File: src/rtl/rf_wb_arbiter.sv
// Round-robin arbiter sharing the single register-file write port among
// NUM_REQ writeback requesters; one registered write per accepted request.
module rf_wb_arbiter #(
  parameter int unsigned REG_LEN  = 32,
  parameter int unsigned REG_BITS = 5,
  parameter int unsigned NUM_REQ  = 3
) (
  input  logic                               clk,
  input  logic                               reset,
  input  logic [NUM_REQ-1:0]                 req_valid,
  input  logic [NUM_REQ-1:0][REG_BITS-1:0]   req_addr,
  input  logic [NUM_REQ-1:0][REG_LEN-1:0]    req_data,
  output logic [NUM_REQ-1:0]                 req_ready,
  output logic                               wr_en,
  output logic [REG_BITS-1:0]                wr_addr,
  output logic [REG_LEN-1:0]                 wr_data,
  output logic [$clog2(NUM_REQ)-1:0]         grant_idx
);

  localparam int unsigned IW = $clog2(NUM_REQ);

  logic [IW-1:0] last_grant;
  logic [IW-1:0] sel;
  logic [IW-1:0] cand;
  logic          grant_found;

  // Search from the requester after the last grant, wrapping around.
  always_comb begin
    req_ready   = '0;
    sel         = last_grant;
    cand        = '0;
    grant_found = 1'b0;
    for (int unsigned k = 1; k <= NUM_REQ; k++) begin
      cand = IW'((32'(last_grant) + k) % NUM_REQ);
      if (!grant_found && req_valid[cand]) begin
        grant_found = 1'b1;
        sel         = cand;
      end
    end
    if (grant_found) begin
      req_ready[sel] = 1'b1;
    end
  end

  // Writes to x0 are consumed but never reach the register file.
  always_ff @(posedge clk or posedge reset) begin
    if (reset) begin
      wr_en      <= 1'b0;
      wr_addr    <= '0;
      wr_data    <= '0;
      grant_idx  <= '0;
      last_grant <= IW'(NUM_REQ - 1);
    end else begin
      wr_en <= grant_found && (req_addr[sel] != '0);
      if (grant_found) begin
        wr_addr    <= req_addr[sel];
        wr_data    <= req_data[sel];
        grant_idx  <= sel;
        last_grant <= sel;
      end
    end
  end

endmodule

File: config.mk
export PLATFORM = sky130hd
export DESIGN_NAME = rf_wb_arbiter
export DESIGN_NICKNAME = d
export VERILOG_FILES = /design/src/rtl/rf_wb_arbiter.sv
export SDC_FILE = /design/constraint.sdc
export NUM_CORES = 1
export LEC_CHECK = 0
export BUFFER_PORTS_ARGS = -buffer_cell sky130_fd_sc_hd__buf_2
export CELL_PAD_IN_SITES_DETAIL_PLACEMENT = 0
export CELL_PAD_IN_SITES_GLOBAL_PLACEMENT = 1
export CORE_AREA = 2 2 93 95
export DETAILED_ROUTE_END_ITERATION = 10
export DIE_AREA = 0 0 95 97
export PLACE_DENSITY = 0.85
export RECOVER_POWER = 100
export SYNTH_ARGS = -nofsm -noshare
export SYNTH_HDL_FRONTEND = slang
export SYNTH_SLANG_ARGS = --single-unit
File: constraint.sdc
create_clock -name clk -period 7.69 [get_ports clk]
set_clock_uncertainty 0.1 [all_clocks]
set_input_delay 0.769 -clock clk [delete_from_list [all_inputs] [get_ports clk]]
set_output_delay 0.769 -clock clk [all_outputs]
set_load 0.01 [all_outputs]
==> reports/metrics.csv, run 1 <==
metric,value,unit
setup TNS after final layout,0,ns
Synth async-reset ratio,100.0,%
Main synth FF type,dfrtp_1,
core footprint,0.008134,mm^2
Synth cell types,46,
Iter 0 DRT Violations,102,
mapped cell area,0.002805,mm^2
mux contribution to synthesized area,19.31,%
xor and xnor area share after synthesis,0,%
"Data required, critical path",6.82,ns
hpwl dp,5697,um
multi-input logic area,0.001516,mm^2
Simple-Gate Fraction of Synth Area,14.27,%
I/O pins,159,
post-CTS setup buffer count,0,
"Net Count, Synth",389,
PD cells,544.8,mW/mm^2
Placer Congestion,0.7983,
vias per cell,5.025,
Slew HR,-12.19,%
status,finished with violations,
period utilization,66.93,%
share of post-route cells with drive strength above 1,40.38,%
main combinational cell family by area after synthesis,compound AO/OA/AOI/OAI gates,
Worst-Skew Late Latency,0.28,ns
drt pass-1 iters,4,
"commonest cells after routing, fill and taps aside","buf_2, nor2_1, clkbuf_1",
WL met3,520,um
max layer used,met4,
CTS tree,built,
antenna violations before repair,0,
Hold Crit Class,reg2reg,
Chip Height,97,um
"commonest non-fill, non-tap cell in the layout",buf_2,
first-pass GRT wire length,12390,um
port buffer count,158,
# resized after CTS,0,
failing checks,"capacitance limit, slew limit",
final hold violation count,0,
Setup crit start kind,flop,
Area Overhead vs Synth,26.32,%
FF/Latch Area,0.001027,mm^2
number of synthesized flops with an enable pin,0,
met2 WL,3813,um
synthesized area per cell,10.43,um^2
crit-path max FO,18,
Synth Warn #,0,
leak pwr,1.689,nW
clk buf depth,2,
WL/cell,14.79,um
global route overflow,0,
Rows,33,
"Setup violations, final",0,
ANT nets after route,0,
Initial Utilization,34.49,%
Crit Path Class,reg2out,
All-Layer GR Usage,16.78,%
DRC,0,
number of global-route vias before repair,2646,
# diodes,0,
clock sink count,41,
sequential cell area fraction in the yosys report,36.62,%
drt total wl,7703,um
Slew Limit Fails,67,
post-synthesis compound-gate area fraction,22.30,%
Metal-1 WL,3203,um
"FF+latch count, synth",41,
"Clk pin slew, worst setup/hold paths",0.07,ns
Fillers,836,
cts hold-fix bufs,0,
Final #Nets,535,
DIE AREA,0.009215,mm^2
Worst Max-Slew Pin Slew,1.683,ns
maximum clock rate,0.1943,GHz
Num CTS Buffers,5,
Synth Instances,269,
MaxCap Viol Count,2,
adder-cell share of the synthesized area,1.784,%
CP Capture Type,output port,
maximum vdd drop,0.1672,mV
CTS root buffer,clkbuf_8,
largest net degree at the start of global routing,45,
Vias,2618,
data arrival time of the worst path,4.28,ns
min Tclk post-route,5.147,ns
RSZ-0062 raised after global routing,false,
Max H-tree Level,2,
Die X,95,um
Util after Layout,43.56,%
[sequential cells by signal, indices dropped and copies added, names as in the netlist]
name	flops
wr_en	1
wr_data	32
wr_addr	5
last_grant	1
grant_idx	2
[cell usage after synthesis, drive strengths merged (4+ instances only)]
master   n  area (um^2)
a21oi    9        45.04
a221oi  32        405.4
buf     15        103.8
clkbuf   8        30.03
dfrtp   40         1001
ha       4        50.05
inv      6        22.52
mux2    34        457.9
mux2i    8        83.83
nor2    74        280.3
nor2b    4        25.02
[where the power goes]
part	internal [mW]	switching, mW	leakage [nW]
logic	0.623	0.765	1.17
registers	0.347	0.0617	0.481
clock network	0.0645	0.0690	0.0395
total	1.03	0.896	1.69
[stage by stage]
| stage | area, um^2 | worst slack [ns] | cells | total power, mW | hold slack [ns] |
|---|---|---|---|---|---|
| after global placement | 3647 | 3.992 | 513 | 1.892 | 0.3861 |
| final | 3543 | 2.543 | 521 | 1.930 | 0.4104 |
| after detailed placement | 3647 | 3.878 | 513 | 1.938 | 0.3967 |
| after floorplan | 2805 | 4.563 | 269 | 1.605 | 0.4503 |
| after global routing | 3543 | 2.079 | 521 | 2.129 | 0.4301 |
| after CTS | 3727 | 3.564 | 521 | 2.077 | 0.4139 |
[logic make-up after synthesis]
family,count (synthesis)
AO/OA/AOI/OAI,60
multiplexers,42
buffers and inverters,30
adder cells (fa/ha/maj),4
AND/OR/NAND/NOR,92
flip-flops,41
[path summary, 6_finish.rpt]
| kind | startpoint | end | slack (ns) | cells after the start |
|---|---|---|---|---|
| worst max-delay path | last_grant[1] | req_ready[0] | 2.54 | 9 |
| worst min-delay path | wr_data[4] | wr_data[4] | 0.41 | 2 |
| worst max register to register | grant_idx[0] | wr_en | 2.77 | 10 |
| worst min register to register | wr_data[4] | wr_data[4] | 0.41 | 2 |
| max in group asynchronous | reset | wr_data[7] | 5.72 | 2 |
| min in group asynchronous | reset | wr_data[10] | 0.84 | 2 |
[metal layers]
layer | vias to the layer above | track usage (%)
met4 | 0 | 6.132
met1 | 1229 | 20.02
met5 | - | 0
li1 | 1275 | -
met3 | 13 | 4.050
met2 | 101 | 28.86
[critical path, stage by stage, from the launching register on]
cell	delay, ns
dfstp_1	0.57
inv_1	0.07
ha_1	0.32
mux2i_1	0.20
o21ai_0	0.37
nor4_1	0.16
nor2_1	1.05
clkbuf_1	0.80
and3_1	0.27
clkbuf_1	0.16
[layout make-up]
| cell class | count | share of cell area [%] |
|---|---|---|
| multi-input cells | 198 | 42.80 |
| flip-flops and latches | 41 | 28.99 |
| repair buffers | 162 | 21.50 |
| well taps | 105 | 3.708 |
| clock buffers | 8 | 2.260 |
| inverters | 7 | 0.7415 |
Power figures use the tool's default switching activity.
==> inputs of run 2 (changes only) <==
- CORE_AREA: 2 2 93 95 -> 2 2 97 99
- DIE_AREA: 0 0 95 97 -> 0 0 99 101
- PLACE_DENSITY: 0.85 -> 0.79
- clock period: 7.69 -> 4.9 ns (I/O delays scaled with it)
==> reports/metrics.csv, run 2 (synthesis results as in run 1) <==
metric,value,unit,change
status,finished with violations,,
failing checks,"capacitance limit, slew limit",,
max FFs per register,32,,unchanged
Max H-tree Level,2,,unchanged
sw frac,46.28,%,-0.14 points
leak pwr,1.703,nW,+0.86%
clock sink count,41,,unchanged
CTS tree,built,,
antenna violations before repair,0,,unchanged
port buffer count,158,,unchanged
"commonest non-fill, non-tap cell in the layout",buf_2,,
Rows,35,,+6.1%
Buf/Inv on CP,2,,-1
Die X,99,um,+4.2%
vias per cell,4.972,,-1.1%
post-CTS setup buffer count,0,,unchanged
Initial Utilization,31.25,%,-3.2 points
# diodes,0,,unchanged
crit-path cells,"inv_1, ha_1, mux2i_1, o221ai_1, o31ai_1, a2bb2oi_2, buf_4, a221oi_1, nor2_1",,
"Setup violations, final",0,,unchanged
data arrival time of the worst path,3.93,ns,-0.35 ns
setup TNS after final layout,0,ns,unchanged
Most Crowded Layer GR,met2,,
crit-path max FO,22,,+4
DIE AREA,0.009999,mm^2,+8.5%
crit-path max cell delay,0.84,ns,-0.21 ns
clock group share of total power,9.2,%,+2.3 points
clk buf depth,2,,unchanged
GR Util met3,3.467,%,-0.58 points
drt total wl,8120,um,+5.4%
WL/cell,15.41,um,+4.2%
All-Layer GR Usage,15.82,%,-0.96 points
MaxCap Viol Count,1,,-1
Worst Hold Launch,req_data[65],,
largest net degree at the start of global routing,45,,unchanged
CTS root buffer,clkbuf_8,,
first-pass GRT wire length,12580,um,+1.5%
maximum clock rate,0.2622,GHz,
CP Capture Type,flop,,
period utilization,77.85,%,
"commonest cells after routing, fill and taps aside","buf_2, nor2_1, clkbuf_1",,
GR Layer Usage met1,19.61,%,-0.41 points
"Clk pin slew, worst setup/hold paths",0.08,ns,about the same
Worst-Skew Late Latency,0.29,ns,about the same
Top Family by Delay on Critical Path,compound AO/OA/AOI/OAI gates,,
global route overflow,0,,unchanged
number of global-route vias before repair,2610,,-1.4%
Internal Power,1.647,mW,+59%
Slew Limit Fails,42,,-37%
PD cells,858.5,mW/mm^2,+58%
Worst Max-Slew Pin Slew,1.596,ns,-0.08674 ns
Crit Path Class,reg2reg,,
Chip Height,101,um,+4.1%
final hold violation count,0,,unchanged
Fillers,923,,+10%
grt met2 use,27.44,%,-1.4 points
Critical Path Start,grant_idx[0],,
Setup crit start kind,flop,,
ANT nets after route,0,,unchanged
CP max stage cell,a2bb2oi_2,,
hpwl dp,6006,um,+5.4%
maximum vdd drop,0.2449,mV,+46%
Area Overhead vs Synth,27.34,%,
# resized after CTS,0,,unchanged
reg-to-reg startpoint,grant_idx[0],,
Placer Congestion,0.7413,,-7.1%
Largest regs,"wr_data x32, wr_addr x5, grant_idx x2",,
DRC,0,,unchanged
Vias,2620,,+0.076%
Slew HR,-6.524,%,+5.7 points
Num CTS Buffers,5,,unchanged
Iter 0 DRT Violations,150,,+47%
Flop pwr share,21.0,%,-0.2 points
most flop-heavy register,wr_data,,
Hold Crit Class,in2reg,,
Final #Nets,535,,unchanged
Combinational Power Share,69.8,%,-2.1 points
drt pass-1 iters,4,,unchanged
cts hold-fix bufs,0,,unchanged
WHS,0.3497,ns,-0.06069 ns
RSZ-0062 raised after global routing,false,,
core footprint,0.008977,mm^2,+10%
min Tclk post-route,3.815,ns,
"Data required, critical path",5.02,ns,-1.80 ns
sw power,1.419,mW,+58%
I/O pins,159,,unchanged
share of post-route cells with drive strength above 1,41.11,%,+0.72 points
## run 2: cell types whose count changed in the layout (fill, tap and decap cells not counted), moves of 2 or more
cell / before / now
a221oi_2: 5 / 2
clkbuf_1: 46 / 44
a221oi_1: 27 / 30
buf_4: 2 / 4
buf_2: 117 / 115
## run 2: per-layer routing
layer	wire, um	vias to the layer above
met1	3494	1242
met4	139	0
met3	461	12
met2	4024	93
li1	-	1273
met5	0	-
## run 2: cell type report
type / count / area (um^2) / share of cell area (%)
sequential: 41 / 1027 / 28.76
clock buffer: 7 / 86.33 / 2.417
tap: 111 / 138.9 / 3.888
clock inverter: 1 / 30.03 / 0.8406
multi-input combinational: 198 / 1496 / 41.89
timing repair buffer: 162 / 767.0 / 21.47
inverter: 7 / 26.28 / 0.7356
## run 2: path summary, 6_finish.rpt
path / endpoint / slack (ns) / cells past startpoint
max in group asynchronous: wr_data[20] / 3.19 / 2
worst max-delay path: wr_data[23] / 1.09 / 9
min in group asynchronous: wr_addr[3] / 0.58 / 2
worst min register to register: wr_data[19] / 0.41 / 2
worst max register to register: wr_data[23] / 1.09 / 9
worst min-delay path: wr_data[1] / 0.35 / 3
## run 2: worst reg2reg max path, stage by stage, from the launching register on
cell and delay (ns):
dfrtp_1 0.46, inv_1 0.13, ha_1 0.34, mux2i_1 0.37
o221ai_1 0.22, o31ai_1 0.66, a2bb2oi_2 0.84, buf_4 0.37
a221oi_1 0.14, nor2_1 0.11
## run 2: power by group through the flow
| stage | Sequential [mW] | Combinational, mW | Clock [mW] |
|---|---|---|---|
| after CTS | 0.639 | 2.41 | 0.293 |
| after global routing | 0.663 | 2.39 | 0.306 |
| after global placement | 0.639 | 2.37 | 0 |
| after floorplan | 0.721 | 1.80 | 0 |
| final | 0.644 | 2.14 | 0.283 |
| after detailed placement | 0.645 | 2.41 | 0 |
## run 2: metrics by stage
stage	util, %	instance area [um^2]	std cells	power, mW	setup WS (ns)
4_1_cts	42.01	3771	527	3.345	1.139
5_1_grt	39.79	3572	527	3.360	0.6833
3_3_place_gp	40.71	3655	519	3.006	1.499
6_report	39.79	3572	527	3.067	1.085
2_1_floorplan	-	2805	269	2.519	2.052
3_5_place_dp	40.71	3655	519	3.057	1.402
==> inputs of run 3 (changes only) <==
- CORE_AREA: 2 2 97 99 -> 2 2 102 104
- DIE_AREA: 0 0 99 101 -> 0 0 104 106
- PLACE_DENSITY: 0.79 -> 0.75
- clock period: 4.9 -> 3.1 ns (I/O delays scaled with it)
==> reports/metrics.csv, run 3 (synthesis results as in run 1) <==
metric,value,unit,change
DRC,0,,unchanged
MaxCap Viol Count,1,,unchanged
Crit Path Class,reg2out,,
Worst-Skew Late Latency,0.28,ns,about the same
share of post-route cells with drive strength above 1,45.52,%,+4.4 points
Worst Hold Launch,req_data[77],,
Critical Path Start,grant_idx[0],,
clock sink count,41,,unchanged
core footprint,0.01000,mm^2,+11%
PD cells,1372,mW/mm^2,+60%
Max H-tree Level,2,,unchanged
data arrival time of the worst path,2.58,ns,-1.35 ns
CTS tree,built,,
Num CTS Buffers,5,,unchanged
Largest regs,"wr_data x32, wr_addr x5, grant_idx x2",,
Vias,2658,,+1.5%
"Clk pin slew, worst setup/hold paths",0.08,ns,about the same
crit-path max cell delay,0.52,ns,-0.32 ns
Flop pwr share,19.7,%,-1.3 points
clk buf depth,2,,unchanged
CP Capture Type,output port,,
Slew Limit Fails,42,,unchanged
crit-path max FO,10,,-55%
max FFs per register,32,,unchanged
final instance area,0.003760,mm^2,+5.3%
"commonest non-fill, non-tap cell in the layout",buf_2,,
maximum clock rate,0.3348,GHz,
cts hold-fix bufs,0,,unchanged
setup TNS after final layout,0,ns,unchanged
Rows,37,,+5.7%
Area Overhead vs Synth,34.03,%,
Die X,104,um,+5.1%
"Setup violations, final",0,,unchanged
failing checks,"capacitance limit, slew limit",,
drt total wl,8174,um,+0.67%
Placement Cell Area,0.003797,mm^2,+3.9%
All-Layer GR Usage,14.71,%,-1.1 points
sw power,2.357,mW,+66%
global route overflow,0,,unchanged
drt pass-1 iters,4,,unchanged
Worst Max-Slew Pin Slew,1.545,ns,-0.05145 ns
largest net degree at the start of global routing,42,,-6.7%
min Tclk post-route,2.987,ns,
antenna violations before repair,3,,+3
Placer Congestion,0.8146,,+9.9%
leak pwr,1.773,nW,+4.1%
DIE AREA,0.01102,mm^2,+10%
CP max stage cell,or3_1,,
Initial Utilization,28.05,%,-3.2 points
"Data required, critical path",2.69,ns,-2.33 ns
WL/cell,14.52,um,-5.8%
number of global-route vias before repair,2739,,+4.9%
vias per cell,4.721,,-5.0%
post-CTS setup buffer count,0,,unchanged
most flop-heavy register,wr_data,,
hpwl dp,6368,um,+6.0%
Iter 0 DRT Violations,71,,-53%
port buffer count,158,,unchanged
Setup crit start kind,flop,,
first-pass GRT wire length,13140,um,+4.4%
Internal Power,2.799,mW,+70%
"commonest cells after routing, fill and taps aside","buf_2, nor2_1, dfrtp_1, clkbuf_1, a221oi_1",,
status,finished with violations,,
Chip Height,106,um,+5.0%
final hold violation count,0,,unchanged
Slew HR,-3.090,%,+3.4 points
Hold Crit Class,in2reg,,
sw frac,45.71,%,-0.57 points
ANT nets after route,0,,unchanged
Final #Nets,545,,+1.9%
RSZ-0062 raised after global routing,false,,
clock group share of total power,6.2,%,-3.0 points
CTS root buffer,clkbuf_8,,
I/O pins,159,,unchanged
Combinational Power Share,74.1,%,+4.3 points
reg-to-reg startpoint,last_grant[1],,
crit-path cells,"inv_1, ha_4, mux2i_1, o221ai_1, or3_1, and3_1, buf_2",,
period utilization,96.36,%,
maximum vdd drop,0.4663,mV,+90%
run 3: cell count changes in the layout (fill, tap and decap cells not counted), sizes merged:
cell	change
buf	+12
bufinv	-1
clkbuf	-4
clkinv	+1
diode	+3
run 3: critical path, delay by kind of cell, from the launching register on:
kind	cells	cell delay, ns
simple gates	2	0.74
fa+ha+maj	1	0.21
buf+inv	2	0.29
mux	1	0.35
flops	1	0.44
compound gates	1	0.26
run 3: power by group through the flow:
stage / Clock, mW / Sequential (mW) / Combinational (mW)
2_1_floorplan: 0 / 1.14 / 2.84
3_3_place_gp: 0 / 1.01 / 4.01
3_5_place_dp: 0 / 1.02 / 4.08
4_1_cts: 0.334 / 1.01 / 4.09
5_1_grt: 0.358 / 1.06 / 4.21
6_report: 0.317 / 1.02 / 3.82
run 3: layout make-up:
class                   instances  area (um^2)
inverters                       7        26.28
flip-flops and latches         41         1027
diodes                          3        7.507
well taps                     136        170.2
repair buffers                172        880.8
multi-input cells             198         1574
fillers                      1107         6240
clock inverters                 1        5.005
clock buffers                   5        68.82
run 3: worst paths after layout:
check	end	slack, ns	depth (start not counted)
worst max-delay path	req_ready[1]	0.11	7
worst min-delay path	wr_data[13]	0.17	3
worst max register to register	wr_data[31]	0.20	9
worst min register to register	wr_addr[2]	0.41	1
max in group asynchronous	wr_addr[4]	1.61	2
min in group asynchronous	wr_data[17]	0.39	2
run 3: per-layer routing:
layer | track usage [%] | up-vias | wire (um) | share of wire, %
li1 | - | 1298 | - | -
met1 | 17.30 | 1246 | 3406 | 42
met2 | 25.99 | 102 | 4075 | 50
met3 | 4.108 | 12 | 542 | 6.6
met4 | 4.633 | 0 | 149 | 1.8
met5 | 0 | - | 0 | 0
run 3: timing repair:
action | CTS | global route
endpoints found under the setup margin | 0 | 17
hold endpoints to repair | 0 | 0
resized for setup | 0 | 5
run 3: per-stage QoR:
stage | hold WS, ns | std cells | setup WS, ns | util (%) | total power, mW
finish | 0.1691 | 563 | 0.1128 | 37.60 | 5.157
global route | 0.1623 | 562 | 0.008296 | 37.58 | 5.623
CTS | 0.1391 | 560 | 0.01544 | 38.71 | 5.435
detailed placement | 0.3944 | 554 | 0.09479 | 37.98 | 5.099
global placement | 0.3858 | 554 | 0.1511 | 37.98 | 5.019
floorplan | 0.3538 | 269 | 0.3215 | - | 3.981
